[src/rtl/i2c_pkg.sv]
// Shared types and constants for the I2C write-only target receiver.
package i2c_pkg;

  localparam int I2C_ADDR_BITS = 7;
  localparam logic [I2C_ADDR_BITS-1:0] I2C_DEFAULT_ADDR = 7'h10;

  typedef enum logic [2:0] {
    ST_IDLE   = 3'd0,
    ST_ADDR   = 3'd1,
    ST_AACK   = 3'd2,
    ST_DATA   = 3'd3,
    ST_DACK   = 3'd4,
    ST_IGNORE = 3'd5
  } i2c_rx_state_t;

endpackage

[src/rtl/i2c_sync_edge.sv]
// Multi-flop synchronizer for one bus line with registered rise/fall pulses.
module i2c_sync_edge #(
  parameter int SYNC_STAGES = 2
) (
  input  logic clk,
  input  logic reset,
  input  logic din,
  output logic level,
  output logic rise,
  output logic fall
);

  logic [SYNC_STAGES-1:0] sync_q, sync_d;
  logic prev_q, prev_d;
  logic rise_q, rise_d;
  logic fall_q, fall_d;

  // Shift the line through the synchronizer and compare the last two settled samples.
  always_comb begin
    sync_d = {sync_q[SYNC_STAGES-2:0], din};
    prev_d = sync_q[SYNC_STAGES-1];
    rise_d = sync_q[SYNC_STAGES-1] & ~prev_q;
    fall_d = ~sync_q[SYNC_STAGES-1] & prev_q;
  end

  // Idle bus level is high, so everything resets to released-line values.
  always_ff @(posedge clk or posedge reset) begin
    if (reset) begin
      sync_q <= '1;
      prev_q <= 1'b1;
      rise_q <= 1'b0;
      fall_q <= 1'b0;
    end else begin
      sync_q <= sync_d;
      prev_q <= prev_d;
      rise_q <= rise_d;
      fall_q <= fall_d;
    end
  end

  // level is the sample the pulses were derived from, so it is aligned with them
  assign level = prev_q;
  assign rise  = rise_q;
  assign fall  = fall_q;

endmodule

[src/rtl/i2c_target_rx.sv]
// Write-only I2C target: address match, ACK generation and NBYTES-byte capture.
module i2c_target_rx
  import i2c_pkg::*;
#(
  parameter logic [I2C_ADDR_BITS-1:0] ADDR = I2C_DEFAULT_ADDR,
  parameter int NBYTES      = 2,
  parameter int SYNC_STAGES = 2
) (
  input  logic                   clk,
  input  logic                   reset,
  input  logic                   SCL,
  input  logic                   SDA,
  output logic                   sda_oe,
  output logic [NBYTES-1:0][7:0] wdata,
  output logic                   valid,
  output logic                   busy
);

  localparam int IDX_W = (NBYTES > 1) ? $clog2(NBYTES) : 1;
  localparam logic [IDX_W-1:0] IDX_LAST = IDX_W'(NBYTES - 1);

  logic scl_lvl, scl_rise, scl_fall;
  logic sda_lvl, sda_rise, sda_fall;
  logic start_det, stop_det;

  i2c_rx_state_t state_q, state_d;
  logic [2:0] bit_cnt_q, bit_cnt_d;
  logic byte_full_q, byte_full_d;
  logic [7:0] shift_q, shift_d;
  logic [IDX_W-1:0] idx_q, idx_d;
  logic [NBYTES-1:0][7:0] staging_q, staging_d;
  logic [NBYTES-1:0][7:0] wdata_q, wdata_d;
  logic valid_q, valid_d;
  logic sda_oe_q, sda_oe_d;
  logic busy_q, busy_d;

  i2c_sync_edge #(.SYNC_STAGES(SYNC_STAGES)) u_scl_sync (
    .clk(clk), .reset(reset), .din(SCL), .level(scl_lvl), .rise(scl_rise), .fall(scl_fall)
  );

  i2c_sync_edge #(.SYNC_STAGES(SYNC_STAGES)) u_sda_sync (
    .clk(clk), .reset(reset), .din(SDA), .level(sda_lvl), .rise(sda_rise), .fall(sda_fall)
  );

  assign start_det = sda_fall & scl_lvl;
  assign stop_det  = sda_rise & scl_lvl;

  // Next-state logic: bus conditions first, then per-state bit/ACK handling on SCL edges.
  always_comb begin
    state_d     = state_q;
    bit_cnt_d   = bit_cnt_q;
    byte_full_d = byte_full_q;
    shift_d     = shift_q;
    idx_d       = idx_q;
    staging_d   = staging_q;
    wdata_d     = wdata_q;
    valid_d     = 1'b0;
    sda_oe_d    = sda_oe_q;

    if (start_det) begin
      state_d     = ST_ADDR;
      bit_cnt_d   = 3'd0;
      byte_full_d = 1'b0;
      shift_d     = 8'h00;
      staging_d   = '0;
      sda_oe_d    = 1'b0;
    end else if (stop_det) begin
      state_d     = ST_IDLE;
      byte_full_d = 1'b0;
      sda_oe_d    = 1'b0;
    end else begin
      case (state_q)
        ST_ADDR, ST_DATA: begin
          if (scl_rise) begin
            shift_d     = {shift_q[6:0], sda_lvl};
            bit_cnt_d   = bit_cnt_q + 3'd1;
            byte_full_d = (bit_cnt_q == 3'd7);
          end else if (scl_fall && byte_full_q) begin
            byte_full_d = 1'b0;
            bit_cnt_d   = 3'd0;
            if (state_q == ST_ADDR) begin
              // LSB of the address byte is R/W; only writes to our address are ACKed
              if ((shift_q[7:1] == ADDR) && !shift_q[0]) begin
                sda_oe_d = 1'b1;
                idx_d    = IDX_LAST;
                state_d  = ST_AACK;
              end else begin
                state_d  = ST_IGNORE;
              end
            end else begin
              staging_d[idx_q] = shift_q;
              sda_oe_d         = 1'b1;
              state_d          = ST_DACK;
            end
          end else begin
            state_d = state_q;
          end
        end
        ST_AACK: begin
          if (scl_fall) begin
            sda_oe_d    = 1'b0;
            bit_cnt_d   = 3'd0;
            byte_full_d = 1'b0;
            state_d     = ST_DATA;
          end else begin
            state_d = state_q;
          end
        end
        ST_DACK: begin
          if (scl_fall) begin
            sda_oe_d = 1'b0;
            if (idx_q == '0) begin
              wdata_d = staging_q;
              valid_d = 1'b1;
              state_d = ST_IGNORE;
            end else begin
              idx_d   = idx_q - IDX_W'(1);
              state_d = ST_DATA;
            end
          end else begin
            state_d = state_q;
          end
        end
        ST_IGNORE: begin
          sda_oe_d = 1'b0;
        end
        ST_IDLE: begin
          sda_oe_d = 1'b0;
        end
        default: begin
          state_d  = ST_IDLE;
          sda_oe_d = 1'b0;
        end
      endcase
    end

    busy_d = (state_d != ST_IDLE);
  end

  // State and output registers; reset releases SDA and drops any partial transfer.
  always_ff @(posedge clk or posedge reset) begin
    if (reset) begin
      state_q     <= ST_IDLE;
      bit_cnt_q   <= 3'd0;
      byte_full_q <= 1'b0;
      shift_q     <= 8'h00;
      idx_q       <= '0;
      staging_q   <= '0;
      wdata_q     <= '0;
      valid_q     <= 1'b0;
      sda_oe_q    <= 1'b0;
      busy_q      <= 1'b0;
    end else begin
      state_q     <= state_d;
      bit_cnt_q   <= bit_cnt_d;
      byte_full_q <= byte_full_d;
      shift_q     <= shift_d;
      idx_q       <= idx_d;
      staging_q   <= staging_d;
      wdata_q     <= wdata_d;
      valid_q     <= valid_d;
      sda_oe_q    <= sda_oe_d;
      busy_q      <= busy_d;
    end
  end

  assign sda_oe = sda_oe_q;
  assign wdata  = wdata_q;
  assign valid  = valid_q;
  assign busy   = busy_q;

endmodule

[config.mk]
export PLATFORM = sky130hd
export DESIGN_NAME = i2c_target_rx
export DESIGN_NICKNAME = d
export VERILOG_FILES = /design/src/rtl/i2c_pkg.sv /design/src/rtl/i2c_sync_edge.sv /design/src/rtl/i2c_target_rx.sv
export SDC_FILE = /design/constraint.sdc
export NUM_CORES = 1
export LEC_CHECK = 0
export CORE_MARGIN = 2
export CORE_UTILIZATION = 40
export DETAILED_ROUTE_END_ITERATION = 12
export SLEW_MARGIN = 20
export SYNTH_ARGS = -nofsm -noshare
export SYNTH_HDL_FRONTEND = slang
export SYNTH_SLANG_ARGS = --single-unit
[constraint.sdc]
create_clock -name clk -period 2.35 [get_ports clk]
set_input_delay 0.235 -clock clk [delete_from_list [all_inputs] [get_ports clk]]
set_output_delay 0.235 -clock clk [all_outputs]
set_load 0.05 [all_outputs]
== Word-level counts from Yosys, hierarchy flattened ==
Index checks and enable logic that the tools add are counted.

* Bits of input ports: 4
* Word-level logic and storage cells: 135
* Latch bits: 0
* ROM bits: 0
* Output and inout bits: 19
* Bits in writable memories: 0
* Memories kept: 0
* Bits in registers: 61

* Magnitude comparators: 2
* $add $sub $neg: 2
* Bitwise logic cells: 13
* Reductions and logical operators: 22
* Equality and inequality tests: 23
* Divide/modulo/power cells: 0
* Shifts and indexed selects: 0
* Muxes and demuxes: 53
* Multipliers: 0

{| class="wikitable"
|+ Operator list
! operator !! count
|-
| 16-bit two-way mux || 6
|-
| 3-bit two-way mux || 14
|-
| 8-bit two-way mux || 5
|-
| 1-bit two-way mux || 21
|-
| 16-bit bitwise mux || 1
|-
| 2-bit inequality test, second input constant || 7
|-
| 3-bit case mux with 4 select lines || 1
|-
| 5-bit AND reduction || 2
|-
| 3-bit equality test, second input constant || 3
|-
| 8-bit demux with 1-bit select || 1
|-
| 4-bit by 3-bit inequality test with 1-bit output, second input constant || 2
|-
| 4-bit inequality test, second input constant || 2
|-
| 4-bit AND reduction || 2
|-
| 8-bit AND reduction || 1
|-
| 2-bit nonzero test || 4
|-
| 7-bit by 5-bit equality test with 1-bit output, second input constant || 1
|-
| 1-bit inverter || 7
|-
| 1-bit bitwise AND || 6
|-
| 3-bit by 2-bit equality test with 1-bit output, second input constant || 2
|-
| 1-bit case mux with 2 select lines || 3
|-
| 3-bit case mux with 2 select lines || 1
|-
| 3-bit AND reduction || 2
|-
| 3-bit nonzero test || 2
|-
| 2-bit OR reduction || 3
|-
| 14 further kinds || 16
|}

== Longest topological paths before layout ==
Gate-level depths: netlist of run 1.

* Word-level depth: 11
* Depth in mapped cells: 6
* Mapped depth without buffers: 5

== Hierarchy ==
Synthesis of run 1 repeated with hierarchy kept, for this count alone.

* Cells, all modules: 182
* Area total of the unflattened synthesis: 2526.2 um^2

{| class="wikitable"
|+ Modules (own cells, without submodules)
! module !! seq. area each (um^2) !! cells each !! times used !! area an instance (um^2)
|-
| i2c_target_rx || 1276.2 || 166 || 1 || 2230.9
|-
| i2c_sync_edge || 128.9 || 8 || 2 || 147.6
|}

== Worst setup path after synthesis of run 1 ==
No wires, ideal clock.

* Kind: register -> register
* Start: register state_q[0]
* End: register wdata_q, in the netlist wdata[15]
* Required time: 2225 ps
* Cell stages (with the launch flop): 6
* Buffers on the path: 1
* Arrival: 1408 ps
* Library setup time: 125 ps
* Period minus slack after synthesis: 1534 ps
* Slack: 816 ps
* Path through: dfrtp_1 and2b_4 nand3_4 nor2_8 buf_12 mux2_4

* Word-level cells in the longest chain between the ends: 2

{| class="wikitable"
|+ Ends and longest elaborated chain
! item !! line !! source
|-
| start, declared || i2c_target_rx.sv:26 || <nowiki>i2c_rx_state_t state_q, state_d;</nowiki>
|-
| start signal, assigned || i2c_target_rx.sv:154 || <nowiki>state_q <= state_d;</nowiki>
|-
| 3-bit equality test || i2c_target_rx.sv:72 || <nowiki>case (state_q)</nowiki>
|-
| 5-bit AND reduction (no line) || -- ||
|-
| end signal, assigned || i2c_target_rx.sv:160 || <nowiki>wdata_q <= wdata_d;</nowiki>
|-
| end, declared || i2c_target_rx.sv:32 || <nowiki>logic [NBYTES-1:0][7:0] wdata_q, wdata_d;</nowiki>
|}

No other way between the ends.
A chain may end at the register's enable or synchronous reset.

== Worst setup path in the final report of run 1 ==
* Start: register state_q[1]
* End: register wdata_q, in the netlist wdata[12]

Same word-level chain as after synthesis.

==> results of run 1 <==
## state kept, by name (all words and copies together) (netlist names)
signal and cells:
u_scl_sync.fall 1, staging_q 16, shift_q 8, state_q 3, byte_full_q 1, u_scl_sync.rise 1, wdata 16, u_sda_sync.fall 1
u_scl_sync.sync_q 2, u_sda_sync.level 1, u_sda_sync.sync_q 2, u_sda_sync.rise 1, idx_q 1, bit_cnt_q 3, u_scl_sync.level 1, valid 1
busy 1, sda_oe 1
## cell usage in the layout (no fill, tap or decap), drive strengths merged, types with 2 or more instances in the layout
| master | synthesis | final |
|---|---|---|
| ha | 2 | 2 |
| nand3 | 6 | 6 |
| nand2 | 24 | 24 |
| dfrtp | 55 | 55 |
| mux2 | 17 | 17 |
| clkinv | 0 | 2 |
| inv | 4 | 4 |
| and3 | 2 | 2 |
| and2b | 3 | 3 |
| a21oi | 8 | 8 |
| clkbuf | 2 | 12 |
| nand4b | 2 | 2 |
| clkdlybuf4s50 | 0 | 22 |
| o21ai | 14 | 14 |
| nor2b | 4 | 4 |
| dfstp | 6 | 6 |
| a22o | 16 | 16 |
| a31oi | 4 | 4 |
| a21o | 2 | 2 |
| nor3 | 2 | 2 |
| o211ai | 2 | 2 |
| nand2b | 3 | 3 |
| nor2 | 5 | 5 |
| buf | 8 | 2 |
## layer usage
layer / vias to the layer above / global-route usage, %
li1: 799 / -
met1: 772 / 20.9
met2: 34 / 19.8
met3: 9 / 4.47
met4: 0 / 6.49
met5: - / 0
## final cells by class
class                           instances  area share [%]
Sequential cell                        61            49.6
Multi-Input combinational cell        131            32.6
Timing Repair Buffer                   24            8.01
Clock buffer                           12            4.69
Tap cell                               77            3.11
Clock inverter                          4            1.54
Inverter                                4           0.485
## power groups by stage
stage                     clock (mW)  sequential, mW  combinational, mW
after global routing           0.977            1.17              0.154
after detailed placement           0            1.18              0.134
after global placement             0            1.18              0.132
after floorplan                    0            1.16              0.104
final                          0.911            1.16              0.132
after CTS                      0.935            1.16              0.135
## per-stage QoR
stage               total power, mW  area, um^2
floorplan                      1.26        2640
global placement               1.31        2900
detailed placement             1.31        2900
CTS                            2.23        3090
global route                   2.30        3090
finish                         2.20        3090
## worst max path at each step
stage | from | to | slack (ns) | depth (start not counted)
after global routing | state_q[1] | wdata[12] | 0.38 | 4
after detailed placement | state_q[1] | wdata[1] | 0.51 | 4
final | state_q[1] | wdata[12] | 0.50 | 4
after global placement | state_q[1] | wdata[14] | 0.55 | 4
after floorplan | reset | bit_cnt_q[0] | 0.61 | 1
after CTS | state_q[1] | wdata[12] | 0.50 | 4
## critical path: cells and delay by family (launching register included)
family / cells / cell delay (ns)
AND/OR/NAND/NOR: 3 / 0.84
multiplexers: 1 / 0.38
flip-flops: 1 / 0.50
## cells in the mapped netlist (all sizes together)
library cell / n
dfstp: 6
buf: 8
nand2: 24
nor2: 5
and3: 2
o21a: 1
a211o: 1
and4b: 1
clkbuf: 2
a32oi: 1
nand3b: 1
a22o: 16
nor4: 1
nand4: 1
a2bb2oi: 1
inv: 4
dfrtp: 55
o211ai: 2
nand3: 6
and2: 1
o21ai: 14
and2b: 3
a21oi: 8
a21boi: 1
o21ba: 1
a21o: 2
o311ai: 1
ha: 2
nor3b: 1
a22oi: 1
nand4b: 2
nor2b: 4
nor3: 2
nand2b: 3
a31oi: 4
o211a: 1
mux2: 17
## kinds of logic after synthesis
group,count (synthesis),synth area share (%)
AOI/OAI and AO/OA,55,15.5
adders and majority gates,2,0.949
buffers and inverters,14,3.56
DFF,61,58.2
muxes,17,8.54
and+or+nand+nor,57,13.2
==> impl_metrics.yaml, run 1 <==
global_routing:
  antenna_found_initial: 0
  grt_util_all_layers_pct: 14.4
  grt_start_max_net_pins: 38
  grt_pass1_vias: 1564
  grt_first_pass_wirelength_mm: 7.98
  grt_overflow: 0
worst_setup_path:
  crit_required_ns: 2.57
  crit_path_end_kind: "register"
  path_class: "register to register"
  slowest_delay_ns: 0.50
  crit_chain: "and2b_1 > nand3_4 > nor2_8 > mux2_2"
  critPathArrivalTime_ns: 2.07
  worstPathMaxFanout: 17
  reg2reg_from: "state_q[1]"
  timing.rr.end: "wdata[12]"
  startpoint_type: "register"
  crit_path_top_delay_cell: "dfrtp_1"
  r2r_setup_slack_ns: 0.50
  rr_worst_depth: 4
floorplan:
  num_rows: 29
  die_h_um: 85.2
  core_um2: 6350
  dieWidth_um: 85.2
  ios: 23
  start_util_pct: 41.5
  dieArea_um2: 7260
timing:
  hold_viol_final: 0
  hold_slack_ns: 0.255
  period_needed_ns: 1.85
  final.setup.tns_ns: 0
  finalClockSkew_ns: 0.00834
  grt_setup_unrepaired: "no"
  worst_slew_pin_slew_ns: 0.523
  relSlewSlack_pct: 65.1
  slew_violations: 0
  period_share_pct: 78.8
  setup_viol: 0
  setup_ws_ns: 0.499
  max_freq_mhz: 540
min_path:
  hold_class: "primary input to async pin"
detailed_routing:
  drt-total-wl_mm: 4.66
  drt-pass1-iter-count: 4
  route.met2.wl_mm: 2.05
  wl_met1_mm: 2.31
  drt-initial-drc-count: 76
  route.met3.wl_um: 195
  avgViaCountPerCell: 5.16
  vias: 1614
  wl_per_cell_um: 14.9
  drc: 0
  top_layer: "met4"
  ant_nets: 0
placement:
  pre_cts_ws_ns: 0.510
  place_congestion: 0.756
  port-buffer-count: 22
  dp_cells: 297
  place_hpwl_mm: 3.07
clocking:
  cts_tree: "done"
  cts_buffer_depth: 2
  htreeDepth: 3
  clk_latency_ns: 0.34
  cts_resized: 0
  clkSinkCount: 61
  root_buffer: "clkbuf_8"
  cts_buffers: 9
  holdBufCountCts: 0
  cts_setup_buffers: 0
  clk_pin_slew_worst_paths_ns: 0.07
power:
  clkPwrFrac_pct: 41.4
  p_int_mw: 1.67
  cellPowerDensity_nw_per_um2: 712
  p_sw_share_pct: 24.4
  pwr-share-seq_pct: 52.6
  total_leakage_power_nw: 1.38
  p_comb_share_pct: 6.0
  p_switching_mw: 0.537
  peakVddDrop_mv: 0.343
logic_synthesis:
  synth_cells: 206
  yosysUniqueCellTypes: 49
  synth-seq-area-share_pct: 58.2
  synth_nets: 212
  netlist_area_um2: 2640
  avgSynthCellArea_um2: 12.8
  synth_top_area_share_pct: 52.2
  synth_area_leaders: "dfrtp_1 (52%), dfstp_2 (6.0%), a22o_1 (5.3%)"
  post-synth-top-area-cell: "dfrtp_1"
  yosys_register_bits: 61
  yosys_warnings: 0
finish:
  layoutNonFillerInstCount: 313
  fin_util_pct: 48.7
  nets: 237
  fillers: 544
  multi_input_area_um2: 1010
  drive_gt1_share_pct: 21.6
  area_growth_pct: 17.4
  antenna_cells: 0
  ff_latch_area_um2: 1530
run_status:
  status: "completed"
job:
  cap_violations: 0
No activity file was read; power rests on OpenSTA's default activity.
==> run 2, diff against run 1 <==
- clock period: 2.35 -> 1.9 ns (I/O delays scaled with it)
==> impl_metrics.yaml, run 2 (synthesis results as in run 1) <==
run_status:
  status: "completed"
worst_setup_path:
  cp_num_cells: 1
  crit_required_ns: 1.71
  rr_worst_depth: 5
  path_class: "register to output port"
  cp-endpoint: "wdata[6]"
  crit_chain: "clkdlybuf4s50_1"
  startpoint: "wdata[6]"
  slowest_delay_ns: 0.81
  reg2reg_from: "state_q[1]"
  path_buf_inv: 1
  r2r_setup_slack_ns: 0.24
  crit_family: "buffers and inverters"
  timing.rr.end: "staging_q[6]"
  crit_path_top_delay_cell: "clkdlybuf4s50_1"
  startpoint_type: "register"
  crit_path_end_kind: "output port"
  critPathArrivalTime_ns: 1.52
  worstPathMaxFanout: 2
clocking:
  cts_buffers: 9
  clk_latency_ns: 0.34
  clk_pin_slew_worst_paths_ns: 0.07
  htreeDepth: 3
  cts_buffer_depth: 2
  cts_resized: 0
  holdBufCountCts: 0
  cts_setup_buffers: 0
  cts_tree: "done"
  clkSinkCount: 61
  root_buffer: "clkbuf_8"
finish:
  drive_gt1_share_pct: 24.4
  fin_util_pct: 49.9
  antenna_cells: 0
  area_growth_pct: 20.2
  layout_commonest_cell: "dfrtp_1"
  layout_common_cells: "dfrtp_1 (55), nand2_1 (23), clkdlybuf4s50_1 (22)"
  nets: 243
detailed_routing:
  drc: 0
  drt-pass1-iter-count: 4
  avgViaCountPerCell: 5.23
  wl_per_cell_um: 15.0
  drt-initial-drc-count: 73
  ant_nets: 0
  drt-total-wl_mm: 4.80
  vias: 1668
timing:
  worst_slew_pin_slew_ns: 0.499
  slew_violations: 0
  setup_viol: 0
  final.setup.tns_ns: 0
  grt_setup_unrepaired: "no"
  period_needed_ns: 1.71
  max_freq_mhz: 586
  period_share_pct: 89.9
  finalClockSkew_ns: 0.0106
  relSlewSlack_pct: 66.6
  hold_viol_final: 0
floorplan:
  die_h_um: 85.2
  core_um2: 6350
  dieWidth_um: 85.2
  num_rows: 29
  dieArea_um2: 7260
  ios: 23
  start_util_pct: 41.5
min_path:
  hold_class: "primary input to async pin"
global_routing:
  grt_start_max_net_pins: 62
  grt_overflow: 0
  grt_first_pass_wirelength_mm: 8.22
  grt_util_all_layers_pct: 14.9
  grt_pass1_vias: 1583
  busiest_layer: "met1"
  gr-usage-met1_pct: 21.4
  use_met2_pct: 20.9
  use_met3_pct: 4.67
  antenna_found_initial: 0
power:
  cellPowerDensity_nw_per_um2: 908
  peakVddDrop_mv: 0.557
  total_leakage_power_nw: 1.42
placement:
  port-buffer-count: 22
  place_hpwl_mm: 3.12
  place_congestion: 0.734
job:
  cap_violations: 0
-- run 2: cell count changes in the layout (fill, tap and decap cells not counted), sizes merged --
| cell | previous run | this run |
|---|---|---|
| clkinv | 2 | 3 |
| buf | 2 | 8 |
| inv | 4 | 5 |
| clkbuf | 12 | 9 |
| bufinv | 1 | 2 |
-- run 2: worst min-delay path by stage --
stage	from	end	slack, ns
floorplan	SCL	u_scl_sync.sync_q[0]	0.19
global placement	u_sda_sync.sync_q[0]	u_sda_sync.sync_q[1]	0.35
detailed placement	u_sda_sync.sync_q[0]	u_sda_sync.sync_q[1]	0.35
CTS	reset	wdata[9]	0.24
global route	SDA	u_sda_sync.sync_q[0]	0.25
finish	reset	wdata[9]	0.23
-- run 2: where the power goes --
| part | internal, mW | switching [mW] |
|---|---|---|
| clock network | 0.744 | 0.533 |
| logic | 0.0692 | 0.106 |
| registers | 1.36 | 0.0656 |
-- run 2: cell type report --
class	count	area, um^2
clock buffers	9	124
clock inverters	7	98.8
fillers	573	3180
inverters	4	15.0
multi-input cells	131	1010
flip-flops and latches	61	1530
well taps	77	96.3
repair buffers	30	293
-- run 2: layer usage --
layer | wire [um] | share of wire, %
met3 | 164 | 3.4
met2 | 2160 | 45
met5 | 0 | 0
met4 | 83 | 1.7
met1 | 2380 | 50
-- run 2: metrics by stage --
step / instances / instance area, um^2 / hold WS, ns / setup WS, ns / total power, mW
final: 319 / 3170 / 0.233 / 0.193 / 2.88
after global routing: 319 / 3170 / 0.245 / 0.148 / 3.02
after CTS: 319 / 3170 / 0.238 / 0.198 / 2.92
after detailed placement: 303 / 2950 / 0.350 / 0.251 / 1.63
after global placement: 303 / 2950 / 0.347 / 0.292 / 1.63
after floorplan: 206 / 2640 / 0.194 / 0.207 / 1.56
==> run 3, diff against run 2 <==
- CORE_MARGIN: 2 -> not set
- clock period: 1.9 -> 2.1 ns (I/O delays scaled with it)
==> impl_metrics.yaml, run 3 (synthesis results as in run 1) <==
global_routing:
  antenna_found_initial: 0
  grt_pass1_vias: 1546
  grt_start_max_net_pins: 48
  grt_util_all_layers_pct: 15.0
  grt_overflow: 0
  grt_first_pass_wirelength_mm: 7.94
timing:
  hold_slack_ns: 0.162
  final.setup.tns_ns: 0
  worst_slew_pin_slew_ns: 0.504
  setup_viol: 0
  finalClockSkew_ns: 0.00758
  slew_violations: 0
  period_needed_ns: 1.83
  relSlewSlack_pct: 66.3
  grt_setup_unrepaired: "no"
  hold_viol_final: 0
  period_share_pct: 87.4
  max_freq_mhz: 545
clocking:
  cts_setup_buffers: 0
  holdBufCountCts: 0
  clk_latency_ns: 0.33
  cts_resized: 0
  clk_pin_slew_worst_paths_ns: 0.07
  root_buffer: "clkbuf_8"
  cts_buffer_depth: 2
  cts_buffers: 9
  clkSinkCount: 61
  cts_tree: "done"
  htreeDepth: 3
finish:
  drive_gt1_share_pct: 22.9
  design_area_um2: 3120
  area_growth_pct: 18.5
  fillers: 571
  layout_commonest_cell: "dfrtp_1"
  nets: 241
  layout_common_cells: "dfrtp_1 (55), nand2_1 (23), clkdlybuf4s50_1 (22)"
  antenna_cells: 0
worst_setup_path:
  r2r_setup_slack_ns: 0.27
  startpoint: "state_q[1]"
  crit_chain: "and2b_1 > nand3_4 > nor2_8 > mux2_2"
  timing.rr.end: "wdata[14]"
  cp_num_cells: 4
  rr_worst_depth: 4
  worstPathMaxFanout: 17
  slowest_delay_ns: 0.51
  path_buf_inv: 0
  crit_family: "simple AND/OR/NAND/NOR gates"
  startpoint_type: "register"
  crit_path_end_kind: "register"
  crit_path_top_delay_cell: "dfrtp_1"
  path_class: "register to register"
  reg2reg_from: "state_q[1]"
  cp-endpoint: "wdata[14]"
  critPathArrivalTime_ns: 2.05
  crit_required_ns: 2.31
power:
  peakVddDrop_mv: 0.362
  total_leakage_power_nw: 1.40
  cellPowerDensity_nw_per_um2: 787
job:
  cap_violations: 0
detailed_routing:
  drt-initial-drc-count: 96
  wl_per_cell_um: 14.4
  vias: 1647
  ant_nets: 0
  drt-pass1-iter-count: 4
  drt-total-wl_mm: 4.58
  drc: 0
  avgViaCountPerCell: 5.20
floorplan:
  die_h_um: 83.2
  dieWidth_um: 83.2
  ios: 23
  start_util_pct: 41.5
  num_rows: 29
  dieArea_um2: 6920
  core_um2: 6350
min_path:
  hold_class: "primary input to async pin"
placement:
  placed_area_um2: 2930
  place_hpwl_mm: 3.18
  port-buffer-count: 22
  place_congestion: 0.858
run_status:
  status: "completed"
-- run 3: per-layer routing --
metal	vias to the layer above	part of all wire, %	track usage, %
li1	806	-	-
met1	799	51	21.8
met2	34	43	20.3
met3	8	3.8	4.47
met4	0	1.5	6.90
met5	-	0	0
-- run 3: metrics by stage --
step                setup slack [ns]  power (mW)  std cells  util [%]
floorplan                      0.387        1.41        206         -
global placement               0.300        1.47        301      46.2
detailed placement             0.263        1.47        301      46.2
CTS                            0.240        2.49        317      49.2
global route                   0.135        2.59        317      49.2
finish                         0.265        2.46        317      49.2
-- run 3: layout make-up --
cell class / count / area [um^2] / share of cell area, %
clock buffers: 12 / 145 / 4.65
repair buffers: 28 / 278 / 8.89
inverters: 4 / 15.0 / 0.481
well taps: 77 / 96.3 / 3.08
flip-flops and latches: 61 / 1530 / 49.1
multi-input cells: 131 / 1010 / 32.3
clock inverters: 4 / 47.5 / 1.52
-- run 3: worst min-delay path by stage --
stage / slack (ns) / from / to
global route: 0.18 / reset / bit_cnt_q[1]
detailed placement: 0.35 / u_sda_sync.sync_q[0] / u_sda_sync.sync_q[1]
finish: 0.16 / reset / bit_cnt_q[1]
global placement: 0.35 / u_scl_sync.sync_q[0] / u_scl_sync.sync_q[1]
floorplan: 0.21 / SCL / u_scl_sync.sync_q[0]
CTS: 0.16 / reset / bit_cnt_q[1]
-- run 3: worst register-to-register path: stages, from the launching register on --
cell and delay [ns]:
dfrtp_1 0.51, and2b_1 0.39, nand3_4 0.13, nor2_8 0.30
mux2_2 0.39
-- run 3: where the power goes --
part / total [mW] / switching, mW / internal (mW)
registers: 1.29 / 0.0603 / 1.23
logic: 0.157 / 0.0954 / 0.0616
clock network: 1.01 / 0.435 / 0.577
